### src/rtl/wb_pkg.sv
// Shared encodings for the writeback stage: result-source select, FSM states and load funct3 codes.
package wb_pkg;

  localparam logic [1:0] WB_SEL_ALU  = 2'b00;
  localparam logic [1:0] WB_SEL_LOAD = 2'b01;
  localparam logic [1:0] WB_SEL_LINK = 2'b10;
  localparam logic [1:0] WB_SEL_IMM  = 2'b11;

  localparam logic [2:0] F3_LB  = 3'b000;
  localparam logic [2:0] F3_LH  = 3'b001;
  localparam logic [2:0] F3_LW  = 3'b010;
  localparam logic [2:0] F3_LBU = 3'b100;
  localparam logic [2:0] F3_LHU = 3'b101;

  typedef enum logic [1:0] {
    StIdle     = 2'd0,
    StWaitLoad = 2'd1,
    StCommit   = 2'd2
  } wb_state_e;

endpackage

### src/rtl/load_extend.sv
// Sub-word load extraction: picks byte/half from an aligned word and sign- or zero-extends it.
module load_extend
  import wb_pkg::*;
(
  input  logic [31:0] rdata,
  input  logic [1:0]  offset,
  input  logic [2:0]  funct3,
  output logic [31:0] data
);

  logic [7:0]  byte_v;
  logic [15:0] half_v;

  always_comb begin
    byte_v = rdata[{offset, 3'b000} +: 8];
    half_v = offset[1] ? rdata[31:16] : rdata[15:0];
  end

  always_comb begin
    data = rdata;
    case (funct3)
      F3_LB:   data = {{24{byte_v[7]}}, byte_v};
      F3_LBU:  data = {24'h000000, byte_v};
      F3_LH:   data = {{16{half_v[15]}}, half_v};
      F3_LHU:  data = {16'h0000, half_v};
      F3_LW:   data = rdata;
      default: data = rdata;
    endcase
  end

endmodule

### src/rtl/writeback_stage.sv
// Final pipeline stage: selects the result, waits for load data, emits a registered commit pulse.
// Optional load watchdog enabled by defining WB_LOAD_TIMEOUT_EN.
module writeback_stage
  import wb_pkg::*;
#(
  parameter int unsigned XLEN         = 32,
  parameter int unsigned RETIRE_W     = 32,
  parameter int unsigned LOAD_TIMEOUT = 255
) (
  input  logic                clk,
  input  logic                reset,
  input  logic                in_valid,
  output logic                in_ready,
  input  logic [4:0]          in_rd,
  input  logic                in_regwrite,
  input  logic [1:0]          in_wb_sel,
  input  logic [XLEN-1:0]     in_alu_result,
  input  logic [XLEN-1:0]     in_pc,
  input  logic [XLEN-1:0]     in_imm,
  input  logic [2:0]          in_funct3,
  input  logic                mem_rvalid,
  input  logic [XLEN-1:0]     mem_rdata,
  output logic [4:0]          write_reg,
  output logic [XLEN-1:0]     write_data,
  output logic                regwrite,
  output logic                busy,
  output logic [RETIRE_W-1:0] retire_count,
  output logic                load_err
);

  wb_state_e state_q, state_d;

  logic                accept;
  logic                load_done;
  logic                tmo;
  logic [XLEN-1:0]     sel_data;
  logic [31:0]         ext_data;

  logic [4:0]          pend_rd_q;
  logic                pend_we_q;
  logic [2:0]          pend_funct3_q;
  logic [1:0]          pend_off_q;

  logic [4:0]          write_reg_q;
  logic [XLEN-1:0]     write_data_q;
  logic                regwrite_q;
  logic [RETIRE_W-1:0] retire_q;

  assign accept    = in_valid && in_ready;
  assign load_done = (state_q == StWaitLoad) && mem_rvalid;

`ifdef WB_LOAD_TIMEOUT_EN
  localparam int unsigned TmoW = (LOAD_TIMEOUT > 255) ? $clog2(LOAD_TIMEOUT + 1) : 8;

  logic [TmoW-1:0] tmo_cnt_q;
  logic            load_err_q;

  // Counter holds the number of WAIT_LOAD cycles already spent without data.
  assign tmo = (state_q == StWaitLoad) && !mem_rvalid && (tmo_cnt_q == TmoW'(LOAD_TIMEOUT - 1));

  always_ff @(posedge clk or negedge reset) begin
    if (!reset) begin
      tmo_cnt_q  <= '0;
      load_err_q <= 1'b0;
    end else begin
      load_err_q <= tmo;
      if (state_q != StWaitLoad) begin
        tmo_cnt_q <= '0;
      end else if (!mem_rvalid) begin
        tmo_cnt_q <= tmo_cnt_q + TmoW'(1);
      end
    end
  end

  assign load_err = load_err_q;
`else
  logic unused_tmo_cfg;
  assign unused_tmo_cfg = ^LOAD_TIMEOUT;
  assign tmo            = 1'b0;
  assign load_err       = 1'b0;
`endif

  load_extend u_load_extend (
    .rdata  (mem_rdata[31:0]),
    .offset (pend_off_q),
    .funct3 (pend_funct3_q),
    .data   (ext_data)
  );

  always_comb begin
    sel_data = in_alu_result;
    unique case (in_wb_sel)
      WB_SEL_ALU:  sel_data = in_alu_result;
      WB_SEL_LINK: sel_data = in_pc + XLEN'(4);
      WB_SEL_IMM:  sel_data = in_imm;
      default:     sel_data = in_alu_result;
    endcase
  end

  // FSM: state register
  always_ff @(posedge clk or negedge reset) begin
    if (!reset) begin
      state_q <= StIdle;
    end else begin
      state_q <= state_d;
    end
  end

  // FSM: next state
  always_comb begin
    state_d = state_q;
    unique case (state_q)
      StIdle, StCommit: begin
        if (accept) begin
          state_d = (in_wb_sel == WB_SEL_LOAD) ? StWaitLoad : StCommit;
        end else begin
          state_d = StIdle;
        end
      end
      StWaitLoad: begin
        if (load_done || tmo) begin
          state_d = StCommit;
        end
      end
      default: state_d = StIdle;
    endcase
  end

  // FSM: outputs
  always_comb begin
    in_ready = (state_q != StWaitLoad);
    busy     = (state_q == StWaitLoad);
  end

  always_ff @(posedge clk or negedge reset) begin
    if (!reset) begin
      pend_rd_q     <= '0;
      pend_we_q     <= 1'b0;
      pend_funct3_q <= '0;
      pend_off_q    <= '0;
      write_reg_q   <= '0;
      write_data_q  <= '0;
      regwrite_q    <= 1'b0;
      retire_q      <= '0;
    end else begin
      regwrite_q <= 1'b0;
      // Non-loads resolve at accept; loads resolve when the memory answers.
      if (accept && (in_wb_sel != WB_SEL_LOAD)) begin
        write_reg_q  <= in_rd;
        write_data_q <= sel_data;
        regwrite_q   <= in_regwrite && (in_rd != 5'd0);
      end else if (load_done) begin
        write_reg_q  <= pend_rd_q;
        write_data_q <= XLEN'(ext_data);
        regwrite_q   <= pend_we_q && (pend_rd_q != 5'd0);
      end
      if (accept && (in_wb_sel == WB_SEL_LOAD)) begin
        pend_rd_q     <= in_rd;
        pend_we_q     <= in_regwrite;
        pend_funct3_q <= in_funct3;
        pend_off_q    <= in_alu_result[1:0];
      end
      if (state_d == StCommit) begin
        retire_q <= retire_q + RETIRE_W'(1);
      end
    end
  end

  assign write_reg    = write_reg_q;
  assign write_data   = write_data_q;
  assign regwrite     = regwrite_q;
  assign retire_count = retire_q;

endmodule

### config.mk
export PLATFORM = sky130hd
export DESIGN_NAME = writeback_stage
export DESIGN_NICKNAME = d
export VERILOG_FILES = /design/src/rtl/wb_pkg.sv /design/src/rtl/load_extend.sv /design/src/rtl/writeback_stage.sv
export SDC_FILE = /design/constraint.sdc
export NUM_CORES = 1
export LEC_CHECK = 0
export BUFFER_PORTS_ARGS = -buffer_cell sky130_fd_sc_hd__buf_2
export CAP_MARGIN = 20
export CORE_UTILIZATION = 53
export DETAILED_ROUTE_END_ITERATION = 8
export PLACE_DENSITY = 0.95
export RECOVER_POWER = 100
export SETUP_SLACK_MARGIN = 0.3
export SLEW_MARGIN = 20
export SYNTH_ARGS = -nofsm -noshare
export SYNTH_HDL_FRONTEND = slang
export SYNTH_SLANG_ARGS = --single-unit
### constraint.sdc
create_clock -name clk -period 5.6 [get_ports clk]
set_clock_uncertainty 0.2 [all_clocks]
set_input_delay 0.28 -clock clk [delete_from_list [all_inputs] [get_ports clk]]
set_output_delay 0.28 -clock clk [all_outputs]
set_load 0.1 [all_outputs]
# After elaboration in Yosys (flattened, before gate mapping)

Cells that the tools add are included.

Register bits: 83
Input port bits: 143
Output and inout port bits: 73
Logic and storage cells: 48

Add/sub/neg operators: 2
Equal/unequal tests: 11
Shift-type cells: 1
Mux-type cells: 13
Reductions and logical operators: 12

Operators with widths:

| operator                                                                | number |
|---|---|
| 32-bit case mux with 4 select lines                                     | 1 |
| 32-bit two-way mux                                                      | 2 |
| 32-bit case mux with 2 select lines                                     | 1 |
| 32-bit by 1-bit adder with 32-bit output, second input constant         | 1 |
| 32-bit by 3-bit adder with 32-bit output, second input constant         | 1 |
| 32-bit by 6-bit variable part select with 8-bit output                  | 1 |
| 16-bit two-way mux                                                      | 1 |
| 5-bit two-way mux                                                       | 2 |
| 5-bit nonzero test                                                      | 2 |
| 2-bit equality test, second input constant                              | 4 |
| 3-bit equality test, second input constant                              | 2 |
| 1-bit logical AND                                                       | 6 |
| 2-bit two-way mux                                                       | 3 |
| 2-bit by 1-bit equality test with 1-bit output, second input constant   | 2 |
| 2-bit by 1-bit inequality test with 1-bit output, second input constant | 2 |
| 2-bit case mux with 2 select lines                                      | 1 |
| 3-bit by 1-bit equality test with 1-bit output, second input constant   | 1 |
| 3-bit zero test                                                         | 1 |
| 2-bit zero test                                                         | 1 |
| 1-bit two-way mux                                                       | 2 |
| 2-bit nonzero test                                                      | 1 |
| 2-bit OR reduction                                                      | 1 |

# Depth between registers and ports, before layout

Depth in word-level cells: 5
Depth in mapped cells: 7
Mapped depth without buffers: 6

# Cells and area by module

A second synthesis with hierarchy kept.

Cells, all modules: 635
Area total of the unflattened synthesis: 5724.2 µm²

Modules (own cells, without submodules):

| module          | times used | cells an instance | area each (µm²) | seq. area each (µm²) |
|---|---|---|---|---|
| writeback_stage | 1          | 539               | 4878.4          | 2077.0 |
| load_extend     | 1          | 96                | 845.8           | 0.0 |

# Least setup slack after synthesis

No wires, ideal clock.

Path type: reg-to-reg
From: register state_q[0]
To: register write_data_q[26] (netlist: write_data[26])
Library setup time: 120 ps
Data arrival time: 3177 ps
Required time: 5280 ps
Slack: 2102 ps
Stages on the path, launching flop included: 7
Buffers on the path: 0
Clock period less this slack: 3498 ps
Cells stage by stage: dfrtp_1 > nand2b_1 > inv_1 > nor3_1 > a21oi_1 > a22o_1 > a31o_2

Word-level cells in the longest chain between the ends: 4
Elaborated cells between the ends (all ways): 7
Classes of those cells: 2 x eq/ne; 1 x mux; 4 x reduce/logical

Ends and longest elaborated chain:

| item                                                            | line                   | text |
|---|---|---|
| start: declaration                                              | writeback_stage.sv:31  | `wb_state_e state_q, state_d;` |
| start signal: assignment                                        | writeback_stage.sv:103 | `state_q <= StIdle;` |
| start signal: assignment                                        | writeback_stage.sv:105 | `state_q <= state_d;` |
| 2-bit by 1-bit inequality test with 1-bit output *              | writeback_stage.sv:131 | `in_ready = (state_q != StWaitLoad);` |
| via in_ready                                                    | writeback_stage.sv:13  | `output logic in_ready,` |
| 1-bit logical AND *                                             | writeback_stage.sv:49  | `assign accept = in_valid && in_ready;` |
| 1-bit logical AND *                                             | writeback_stage.sv:148 | `if (accept && (in_wb_sel != WB_SEL_LOAD)) begin` |
| 32-bit two-way mux / 2-bit nonzero test (equally long branches) | -                      |  |
| end signal: assignment                                          | writeback_stage.sv:150 | `write_data_q <= sel_data;` |
| end signal: assignment                                          | writeback_stage.sv:154 | `write_data_q <= XLEN'(ext_data);` |
| end: declaration                                                | writeback_stage.sv:45  | `logic [XLEN-1:0] write_data_q;` |

Mark *: on every way through the listed nets, which the timed path passes. The rest lies on a longest branch.
A chain may end at the register's enable or synchronous reset.

# Final worst setup path

From: input port mem_rvalid
To: register write_data_q[28] (netlist: write_data[28])

Word-level cells in the longest chain between the ends: 2

Ends and longest elaborated chain:

| item                                | line                  | text |
|---|---|---|
| start: declaration                  | writeback_stage.sv:21 | `input logic mem_rvalid,` |
| 1-bit logical AND                   | writeback_stage.sv:50 | `assign load_done = (state_q == StWaitLoad) && mem_rvalid;` |
| 2-bit nonzero test (no source line) | -                     |  |

No other way between the ends.

==> metrics.md <==
| Metric | Value |
|---|---|
| Tcrit/Tclk final | `0.649` |
| Cell Int Power | `roughly 1.2 mW` |
| Sequential area share after synthesis | `0.384` |
| Post-synth EDFFs | `0` |
| Post-synthesis area per instance | `8.91 sq um` |
| Post-layout minimum cycle time | `~3.6 ns` |
| Post-synth net total | `753` |
| CP Launch Type | `primary input` |
| FF+latch count, synth | `83` |
| Final net count | `between 900 and 1000` |
| Largest net degree at the start of global routing | `84` |
| Reg2reg end | `write_data[28]` |
| Largest delay contributor family on the critical path | `buffers and inverters` |
| Worst min-delay path category | `in2reg` |
| CTS Buffer Depth | `2` |
| Unique masters post-synth | `59` |
| Dpl hpwl | `14.1 mm` |
| Vias | `6234` |
| Core Footprint | `9820 sq um` |
| Standard-cell rows | `36` |
| Status | `finished, violations left` |
| Critical path arrival | `about 3.7 ns` |
| Cells on worst reg2reg path | `5` |
| Critical Path Fanout Max | `32` |
| Maximum vdd drop | `0.268 mV` |
| First-pass GRT wire length | `29.5 mm` |
| Max_slew headroom | `-0.0357` |
| Clock-pin slew on the worst setup and hold paths | `0.09 ns` |
| FILL cells | `837` |
| Wirelength per Cell | `20.3 um` |
| Post-Syn Area | `between 5000 and 6000 sq um` |
| Slew Limit Fails | `34` |
| RSZ-0062 raised after global routing | `false` |
| Die width | `103 um` |
| Fin Setup TNS | `0 ns` |
| Inst Count DP | `919` |
| H-Tree Depth | `3` |
| Comb pwr share | `0.481` |
| CTS tree | `yes` |
| Setup Viol. Count Final | `0` |
| Buf/Inv on CP | `3` |
| Gr ovfl total | `0` |
| Die ar. | `10600 sq um` |
| First drt pass iteration count | `7` |
| Share of layout cells above drive strength 1 | `0.232` |
| GR Util All Layers | `0.372` |
| Sw frac | `0.526` |
| Most common cell after layout, fill and taps aside | `buf_2` |
| Critical path's slowest cell | `clkbuf_1` |
| Initial Util | `0.551` |
| Initial DRC Count | `835` |
| Slowest stage delay, CP | `1.15 ns` |
| Net Sw Power | `between 1 and 1.5 mW` |
| CTS sink cnt | `between 80 and 90` |
| Worst Tran Pin Value | `1.55 ns` |
| Cell Count, Final, Fillers Out | `949` |
| Final hold viol count | `0` |
| Post-synthesis cell count | `608` |
| Post-CTS setup buffers | `0` |
| Boundary pin count | `216` |
| Number of global-route vias before repair | `~5700` |
| Hold-critical path endpoint | `write_data[4]` |
| Seq pwr share | `0.333` |
| Register-to-register setup slack | `2.12 ns` |
| Max_cap viols | `2` |
| Clock share of power | `0.187` |
| Hold Crit Start | `in_alu_result[4]` |
| CP dominant cell by count | `clkbuf_1` |
| Synthesis-to-finish area growth | `25.2%` |
| LEAKAGE | `3.00 nW` |
| Drt drc | `0` |
| PwrDens | `approximately 360 nW/um^2` |
| Failing checks | `max-capacitance violations, max-slew violations` |
| Crit Path Category | `in2reg` |
| Most frequent cells in the layout | `buf_2 (140), dfrtp_1 (83), clkbuf_1 (74), nand2_1 (64), xnor2_1 (38)` |
| Port bufs | `around 210` |
| Ys Warns | `0` |
| Fmax | `275 MHz` |
| Num CTS Buffers | `9` |
| Async SR Flop Fraction | `1.00` |
| Die height | `103 um` |
| Reg2reg start | `state_q[0]` |
| Worst-skew pair later-pin latency | `0.37 ns` |
| Final wirelength | `19.3 mm` |
| Hold Path Cell Cnt | `3` |
| Main flop type after synthesis | `dfrtp_1` |
| Req. time, crit path | `5.66 ns` |
| Initial antenna violation count | `1` |
| CTS root buffer | `clkbuf_8` |
| Endpoint class of the critical path | `register` |
| Post-DR vias/cell | `~6.6` |
| Crit-path cells | `dlygate4sd3_1, clkbuf_1, and3b_1, a31oi_2, clkbuf_1, nor2_1, a31o_2` |
| Antenna Nets Post-Route | `0` |
| Gpl congestion | `0.956` |
## power by group through the flow
stage	sequential [mW]	combinational, mW	clock (mW)
after floorplan	1.37	0.331	0
after global placement	0.804	1.15	0
after detailed placement	0.808	1.17	0
after CTS	0.798	1.18	0.453
after global routing	0.820	1.22	0.476
final	0.808	1.17	0.453
## final cells by class
class | instances | area, sq um | area share
Clock buffer | 9 | 124 | 0.0183
Timing Repair Buffer | 232 | 1150 | 0.170
Inverter | 15 | 56.3 | 0.00831
Clock inverter | 6 | 72.6 | 0.0107
Antenna cell | 1 | 2.50 | 0.000369
Multi-Input combinational cell | 470 | 3130 | 0.461
Sequential cell | 83 | 2080 | 0.306
Tap cell | 133 | 166 | 0.0246
## worst reg2reg max path, delay by kind of cell, from the launching register on
family	cells	cell delay (ns)
simple gates	2	0.95
flops	1	0.42
compound gates	2	0.65
buf+inv	1	1.15
## Yosys cell counts, types with 3 or more instances
cell	n	area, sq um
dfrtp_1	83	2080
nand2_1	64	240
xnor2_1	38	333
o21ai_0	33	165
clkbuf_1	31	116
a21oi_1	26	130
a22oi_1	22	165
nand4_1	22	138
nand3_1	21	105
nor2_1	18	67.6
nor3_1	17	85.1
inv_1	15	56.3
mux2_2	15	169
nor4_1	13	81.3
o22ai_1	13	81.3
xor2_1	13	114
and3_1	12	75.1
o211ai_1	12	90.1
a21o_1	9	67.6
a22o_1	9	78.8
a221o_1	8	80.1
a221oi_1	8	70.1
a31oi_1	8	50.1
mux2i_1	8	80.1
nand2b_1	8	50.1
and2_1	6	37.5
and4_1	6	52.6
a211oi_1	5	37.5
nor2b_1	5	31.3
or4_1	5	37.5
buf_2	4	20.0
or2_2	4	25.0
a211o_1	3	26.3
a31o_2	3	26.3
buf_1	3	11.3
o21a_1	3	22.5
o311ai_0	3	26.3
o31a_1	3	26.3
## layer usage
layer	GRT usage	up-vias	part of all wire
met1	0.475	2920	0.37
met4	0.225	2	0.059
met3	0.121	125	0.11
met2	0.551	481	0.46
li1	-	2706	-
met5	0	-	0.00078
## worst max-delay path by stage
stage                     slack (ns)        endpoint          from  cells past startpoint
final                           1.97  write_data[28]    mem_rvalid                      7
after global routing            1.83  write_data[28]    mem_rvalid                      7
after CTS                       2.65  write_data[24]    state_q[0]                      5
after detailed placement        2.54  write_data[24]  in_wb_sel[1]                      6
after global placement          2.65  write_data[23]  in_wb_sel[1]                      6
after floorplan                 2.10  write_data[26]    state_q[0]                      6
## cells by family (layout without fill, tap and decap cells)
| logic type | Yosys count | in the layout | share of synthesized area |
|---|---|---|---|
| buffers and inverters | 55 | 262 | 0.0411 |
| muxes | 24 | 24 | 0.0501 |
| DFF | 83 | 83 | 0.384 |
| other | 1 | 2 | 0.000692 |
| xor gates and xnor gates | 51 | 51 | 0.0825 |
| adders and majority gates | 2 | 2 | 0.00462 |
| and+or+nand+nor | 213 | 213 | 0.209 |
| AOI/OAI and AO/OA | 179 | 179 | 0.229 |
## timing repair
| action | 4_1_cts | 5_1_grt |
|---|---|---|
| hold endpoints to repair | 102 | 0 |
| hold buffers | 14 | 0 |
| gates resized for setup | 0 | 0 |
## stage by stage
step	total power, mW	utilization	setup WS, ns	hold WS, ns	instance area [sq um]
3_3_place_gp	1.96	0.665	2.65	0.260	6530
2_1_floorplan	1.70	-	2.10	-0.216	5420
4_1_cts	2.43	0.699	2.65	0.0292	6870
5_1_grt	2.52	0.690	1.83	0.0358	6780
6_report	2.43	0.690	1.97	0.0335	6780
3_5_place_dp	1.98	0.665	2.54	0.257	6530
Power figures use the tool's default switching activity.
